[src/rtl/multicycle_sequencer.sv]
// Multi-cycle control sequencer for the RV32I datapath: IDLE->FETCH->DECODE->EXEC->[MEM]->WB.
// Drives memory handshakes and datapath strobes; owns halt/error status and the retired counter.
module multicycle_sequencer #(
    parameter int unsigned TIMEOUT = 255,
    parameter int unsigned CNT_W   = 32
) (
    input  logic             clk,
    input  logic             rst_n,
    input  logic             dec_reg_wr,
    input  logic             dec_mem_rd,
    input  logic             dec_mem_wr,
    input  logic             dec_branch,
    input  logic             dec_jal,
    input  logic             dec_jalr,
    input  logic             dec_halt,
    input  logic             br_taken,
    input  logic             imem_ready,
    input  logic             dmem_ready,
    output logic             imem_req,
    output logic             ir_load,
    output logic             dmem_req,
    output logic             dmem_we,
    output logic             rf_we,
    output logic             pc_en,
    output logic [1:0]       pc_sel,
    output logic             halted,
    output logic             err,
    output logic [2:0]       state,
    output logic [CNT_W-1:0] instret
);

    localparam int unsigned WAIT_W = (TIMEOUT > 2) ? $clog2(TIMEOUT) : 1;
    localparam bit HAS_TIMEOUT = (TIMEOUT != 0);
    localparam logic [WAIT_W-1:0] WAIT_LAST = WAIT_W'((TIMEOUT == 0) ? 0 : TIMEOUT - 1);

    typedef enum logic [2:0] {
        S_IDLE   = 3'd0,
        S_FETCH  = 3'd1,
        S_DECODE = 3'd2,
        S_EXEC   = 3'd3,
        S_MEM    = 3'd4,
        S_WB     = 3'd5,
        S_HALT   = 3'd6,
        S_ERR    = 3'd7
    } state_t;

    state_t             state_q;
    state_t             state_d;
    logic [WAIT_W-1:0]  wait_cnt;
    logic [CNT_W-1:0]   instret_q;
    logic               halted_q;
    logic               err_q;
    logic               timeout_hit;

    // Next-state and per-cycle strobes decoded from the registered state.
    always_comb begin
        state_d     = state_q;
        imem_req    = 1'b0;
        ir_load     = 1'b0;
        dmem_req    = 1'b0;
        dmem_we     = 1'b0;
        rf_we       = 1'b0;
        pc_en       = 1'b0;
        pc_sel      = 2'b00;
        timeout_hit = HAS_TIMEOUT && (wait_cnt == WAIT_LAST);

        case (state_q)
            S_IDLE: state_d = S_FETCH;
            S_FETCH: begin
                imem_req = 1'b1;
                if (imem_ready) begin
                    ir_load = 1'b1;
                    state_d = S_DECODE;
                end else if (timeout_hit) begin
                    state_d = S_ERR;
                end
            end
            S_DECODE: begin
                if (dec_halt)
                    state_d = S_HALT;
                else if (dec_mem_rd && dec_mem_wr)
                    state_d = S_ERR;
                else
                    state_d = S_EXEC;
            end
            S_EXEC: state_d = (dec_mem_rd || dec_mem_wr) ? S_MEM : S_WB;
            S_MEM: begin
                dmem_req = 1'b1;
                dmem_we  = dec_mem_wr;
                if (dmem_ready)
                    state_d = S_WB;
                else if (timeout_hit)
                    state_d = S_ERR;
            end
            S_WB: begin
                rf_we = dec_reg_wr;
                pc_en = 1'b1;
                if (dec_jalr)
                    pc_sel = 2'b10;
                else if (dec_jal || (dec_branch && br_taken))
                    pc_sel = 2'b01;
                state_d = S_FETCH;
            end
            default: state_d = state_q;
        endcase
    end

    // State, wait counter (cleared on each state change), retire counter and sticky flags.
    always_ff @(posedge clk) begin
        if (!rst_n) begin
            state_q   <= S_IDLE;
            wait_cnt  <= '0;
            instret_q <= '0;
            halted_q  <= 1'b0;
            err_q     <= 1'b0;
        end else begin
            state_q <= state_d;
            if (state_d != state_q)
                wait_cnt <= '0;
            else if (state_q == S_FETCH || state_q == S_MEM)
                wait_cnt <= wait_cnt + WAIT_W'(1);
            if (state_q == S_WB || (state_q == S_DECODE && state_d == S_HALT))
                instret_q <= instret_q + CNT_W'(1);
            if (state_d == S_HALT)
                halted_q <= 1'b1;
            if (state_d == S_ERR)
                err_q <= 1'b1;
        end
    end

    assign state   = state_q;
    assign instret = instret_q;
    assign halted  = halted_q;
    assign err     = err_q;

endmodule

[config.mk]
export PLATFORM = sky130hd
export DESIGN_NAME = multicycle_sequencer
export DESIGN_NICKNAME = d
export VERILOG_FILES = /design/src/rtl/multicycle_sequencer.sv
export SDC_FILE = /design/constraint.sdc
export NUM_CORES = 1
export LEC_CHECK = 0
export CAP_MARGIN = 20
export CORE_MARGIN = 3
export CORE_UTILIZATION = 45
export CTS_BUF_LIST = sky130_fd_sc_hd__clkbuf_2 sky130_fd_sc_hd__clkbuf_4 sky130_fd_sc_hd__clkbuf_8
export CTS_CLUSTER_SIZE = 8
export DETAILED_ROUTE_END_ITERATION = 6
export GPL_TIMING_DRIVEN = 0
export PLACE_DENSITY = 0.73
export REMOVE_ABC_BUFFERS = 1
export SYNTH_ARGS = -nofsm -noshare
export SYNTH_HDL_FRONTEND = slang
export SYNTH_SLANG_ARGS = --single-unit
[constraint.sdc]
create_clock -name clk -period 1.8 [get_ports clk]
set_input_delay 0.18 -clock clk [delete_from_list [all_inputs] [get_ports clk]]
set_output_delay 0.18 -clock clk [all_outputs]
set_load 0.02 [all_outputs]
Yosys cells after proc, flatten, opt, wreduce, memory -nomap -nowiden. Index checks and enable logic that the tools add are counted.

Output and inout bits: 45. Flip-flop bits (word level): 45. Logic and storage cells: 44.

Bitwise operators: 1. Eq/ne operators: 9. Muxes and demuxes: 17. $add $sub $neg: 2. Reduce and logical (&&, ||, !) cells: 10.

Operator list (number): $add A32 B1 Y32 const B (1); $mux W3 (5); $pmux W3 S5 (1); $eq A3 B3 Y1 const B (4); $mux W1 (9); $add A8 B1 Y8 const B (1); $eq A8 B8 Y1 const B (1); $eq A3 B2 Y1 const B (2); $logic_or A1 B1 Y1 (4); $mux W2 (2); $reduce_or A2 Y1 (2); $eq A3 B1 Y1 const B (1); $logic_and A1 B1 Y1 (3); $logic_not A3 Y1 (1); $ne A3 B3 Y1 (1); $not A1 Y1 (1).

Longest topological paths before layout.
Depth in word-level cells: 7. Mapped depth: 7.

Worst setup path after synthesis. OpenSTA, ideal clock, no wires.

Kind: register to register. Start point: register state_q[2] (netlist: state[2]). End point: register state_q[1] (netlist: state[1]). Cell stages (with the launch flop): 7. Arrival: 1.710 ns. Path buffers: 2. Path slack: 0.020 ns. Cell sequence: dfxtp_1 buf_2 nand2b_1 clkbuf_1 nor3b_1 a21oi_1 a21oi_1.

Longest elaborated chain between the ends: 3. Elaborated cells on any way between the ends: 8. Those cells by class: 5 x eq/ne; 1 x mux; 2 x reduce/logical.

Ends and longest elaborated chain: from (decl) (line 47) `state_t state_q;`; from (signal assigned) (line 117) `state_q <= state_d;`; $eq A3 B3 Y1 or $logic_not A3 Y1 (tied branches) (line 67) `case (state_q)`; $reduce_or A2 Y1 (no source line); $pmux W3 S5 (*) (line 67).

Every way passes the cells marked *; elsewhere a longest branch is shown, timed or not. A chain may end at the register's enable or synchronous reset.

Worst setup path in the final report.
Start point: register state_q[2] (netlist: state[2]). End point: register err_q (netlist: err).

Longest elaborated chain between the ends: 4. Elaborated cells on any way between the ends: 12. Those cells by class: 6 x eq/ne; 4 x mux; 2 x reduce/logical.

Ends and longest elaborated chain: $eq A3 B3 Y1, or another cell as far along (line 67); $reduce_or A2 Y1 (no source line), or another cell as far along; $pmux W3 S5 (*) (line 67); $eq A3 B3 Y1 (*) (line 126) `if (state_d == S_ERR)`; to (signal assigned) (line 115) `err_q <= 1'b0;`; to (signal assigned) (line 127) `err_q <= 1'b1;`; to (decl) (line 52) `logic err_q;`.

Marked as above.

==> flow_summary.toml <==
[logic_synthesis]
synth_area_leaders = "dfxtp_1, a21oi_1, nand2_1, nand2b_1, o311ai_0"
synthDominantCellAreaShare_pct = 36.8
syn_area_per_cell_um2 = 8.47
synth-edff-count = 0
synth_warnings = 0
seq_area_frac_synth_pct = 36.8
synth_seq_cells = 45
synthesis.area_um2 = 2450
synth_top_area_cell = "dfxtp_1"
synth_cells = 289
synth_async_sr_flop_share_pct = 0
ys.flop_type = "dfxtp_1"
yosysUniqueCellTypes = 49

[worst_setup_path]
critPathRequiredTime_ns = 2.02
rrSetupSlack_ns = -0.02
crit_chain = "buf_2, or4b_1, a2111oi_2, nor2_1, o211ai_1"
critPathBufInv = 1
cp-start-kind = "flip-flop"
cp_data_arrival_time_ns = 2.04
slowest_delay_ns = 0.53
end_kind = "flip-flop"
critPathKind = "reg -> reg"
path_delay_family = "compound AO/OA/AOI/OAI gates"
crit_fanout = 7
critical_path.slowest_cell = "or4b_1"

[timing]
skew_ns = 0.00315
slew_headroom_pct = 60.9
fmax_mhz = 550
worstMarginPinSlew_ns = 0.586
setup_viol = 1
finalHoldViolCount = 0
fin_crit_sh_pct = 101
hold_slack_ns = 0.411
worst_slack_ns = -0.0172
min_period_ns = 1.82
rsz0062_at_grt = "true"
drv_slew = 0

[cts]
ctsHtreeMaxLevel = 2
clock_latency_ns = 0.29
cts_root_buffer = "clkbuf_8"
path_clk_slew_ns = 0.08
hold_buffers = 0
cts_tree = "yes"
cts.path.max_buffers = 2
cts.sinks = 45
cts-buffers-inserted = 5

[final_layout]
area_growth_pct = 36.3
n_antenna_cell = 0
final_util_pct = 64.5
drive_gt1_share_pct = 15.9
nNetsFinal = 367
fin_cells = 423

[hold_path]
hp-class = "in -> reg"

[die]
fp.dieH_um = 79.8
core_area_um2 = 5170
fp.dieArea_um2 = 6360
start_util_pct = 47.3
rows = 26
io_pins = 57
die_w_um = 79.8

[grt]
grt_pass1_wl_um = 10000
grt_overflow_total = 0
grt_max_degree = 33
gr-max-usage-layer = "met2"
grt_pass1_vias = 2149
grt_usage_pct = 19.2
antenna_found_initial = 0
gr-usage-met3_pct = 4.06
met1_usage_pct = 26.2
grtUsageMet2_pct = 30.9

[run]
maxCapViolCount = 0

[power]
vdd_ir_drop_max_mv = 0.374
power_density_nw_per_um2 = 604
static-leakage-power_nw = 1.12

[detailed_routing]
drt-initial-drc-count = 166
drt-pass1-iter-count = 5
wl_per_cell_um = 14.8
num_vias = 2478
wirelength_um = 6250
drc = 0
ant_nets = 0
via_per_inst = 5.86

[status]
run_status = "complete, but fails checks"
violations = "negative setup slack"

[placed_design]
gp_congestion = 0.854
preCtsSetupSlack_ns = -1.20
hpwl_um = 3980
dpl.cell_count = 395
io_buffers = 56
[synthesized netlist by cell type, types with 4 or more instances]
library cell and instances:
a21oi_1 19, and2_1 5, and3_1 5, and4_1 5, buf_2 6, clkbuf_1 10, dfxtp_1 45, inv_1 10
mux2i_1 5, nand2_1 22, nand2b_1 13, nand3_1 11, nand4_1 5, nor2_1 17, nor3_1 8, nor4_1 6
nor4b_1 4, o211ai_1 5, o21ai_0 8, o311ai_0 8, o31ai_1 7, o41ai_1 8, or3_1 4, or4_1 7
xnor2_1 7, xor2_1 7
[worst register-to-register path, stage by stage, from the launching register on]
cell and delay (ns):
dfxtp_4 0.37, buf_2 0.16, or4b_1 0.53, a2111oi_2 0.44
nor2_1 0.07, o211ai_1 0.17
[through the flow]
step	TNS [ns]	total power (W)	cell area [µm²]
floorplan	-9.28	0.00119	2340
global placement	-31.39	0.00129	2990
detailed placement	-29.48	0.00129	3000
CTS	0	0.00197	3170
global route	-0.362	0.00210	3340
finish	-0.0172	0.00202	3340
[metal layers]
metal	vias up	share of wire (%)
met5	-	0
met1	1175	45
met2	85	49
met3	5	5.4
li1	1213	-
met4	0	0.75
[final cells by class]
class | count | area [µm²]
Fill cell | 443 | 1830
Timing Repair Buffer | 76 | 699
Sequential cell | 45 | 915
Clock inverter | 1 | 5.00
Inverter | 10 | 41.3
Timing Repair inverter | 1 | 5.00
Tap cell | 70 | 87.6
Clock buffer | 7 | 96.3
Multi-Input combinational cell | 213 | 1490
[final timing paths]
| path | start | to | cells after the start |
|---|---|---|---|
| worst max-delay path | state[2] | err | 5 |
| worst min-delay path | rst_n | instret[30] | 3 |
| worst max register to register | state[2] | err | 5 |
| worst min register to register | instret[31] | instret[31] | 2 |
[power breakdown]
| part | switching, W | leakage, nW | internal [W] |
|---|---|---|---|
| logic | 0.000173 | 0.703 | 0.000136 |
| registers | 0.0000159 | 0.366 | 0.00101 |
| clock network | 0.000337 | 0.0542 | 0.000347 |
[cells in the final DEF, fill, tap and decap left out, types with 4 or more instances in the layout]
cell | synthesis | layout
nor4_1 | 6 | 4
nor2_1 | 17 | 17
o311ai_1 | 0 | 6
o41ai_1 | 8 | 8
o21ai_0 | 8 | 8
o31ai_1 | 7 | 7
or4_1 | 7 | 7
and2_1 | 5 | 5
and3_1 | 5 | 5
clkbuf_8 | 0 | 7
xnor2_1 | 7 | 6
dfxtp_1 | 45 | 40
nand2_1 | 22 | 21
nor4b_1 | 4 | 4
and4_1 | 5 | 4
nor3_1 | 8 | 8
xor2_1 | 7 | 7
nand4_1 | 5 | 5
nand2b_1 | 13 | 13
inv_1 | 10 | 9
buf_4 | 0 | 17
o211ai_1 | 5 | 5
clkdlybuf4s50_1 | 0 | 47
mux2i_1 | 5 | 5
a21oi_1 | 19 | 18
nand3_1 | 11 | 10
dlygate4sd2_1 | 0 | 5
[kinds of logic after synthesis]
logic type,after synthesis,share of synthesized area [%]
mux,5,2.04
fa+ha+maj,4,1.94
buf+inv,31,5.98
xor+xnor,14,5.01
flops,45,36.8
simple gates,120,28.0
compound gates,70,20.2
[state kept, by name, indices dropped and copies added, names as in the netlist]
register  count
wait_cnt      8
err           1
state         3
halted        1
instret      32
[what timing repair did]
| action | 4_1_cts | 5_1_grt |
|---|---|---|
| pin swaps | 4 | 6 |
| gates resized for setup | 34 | 22 |
| gates cloned | 1 | 1 |
| buffers inserted | 6 | 12 |
| endpoints found under the hold margin | 0 | 0 |
| setup endpoints to repair | 53 | 25 |
Note: power is estimated with default switching activity, not from simulation.
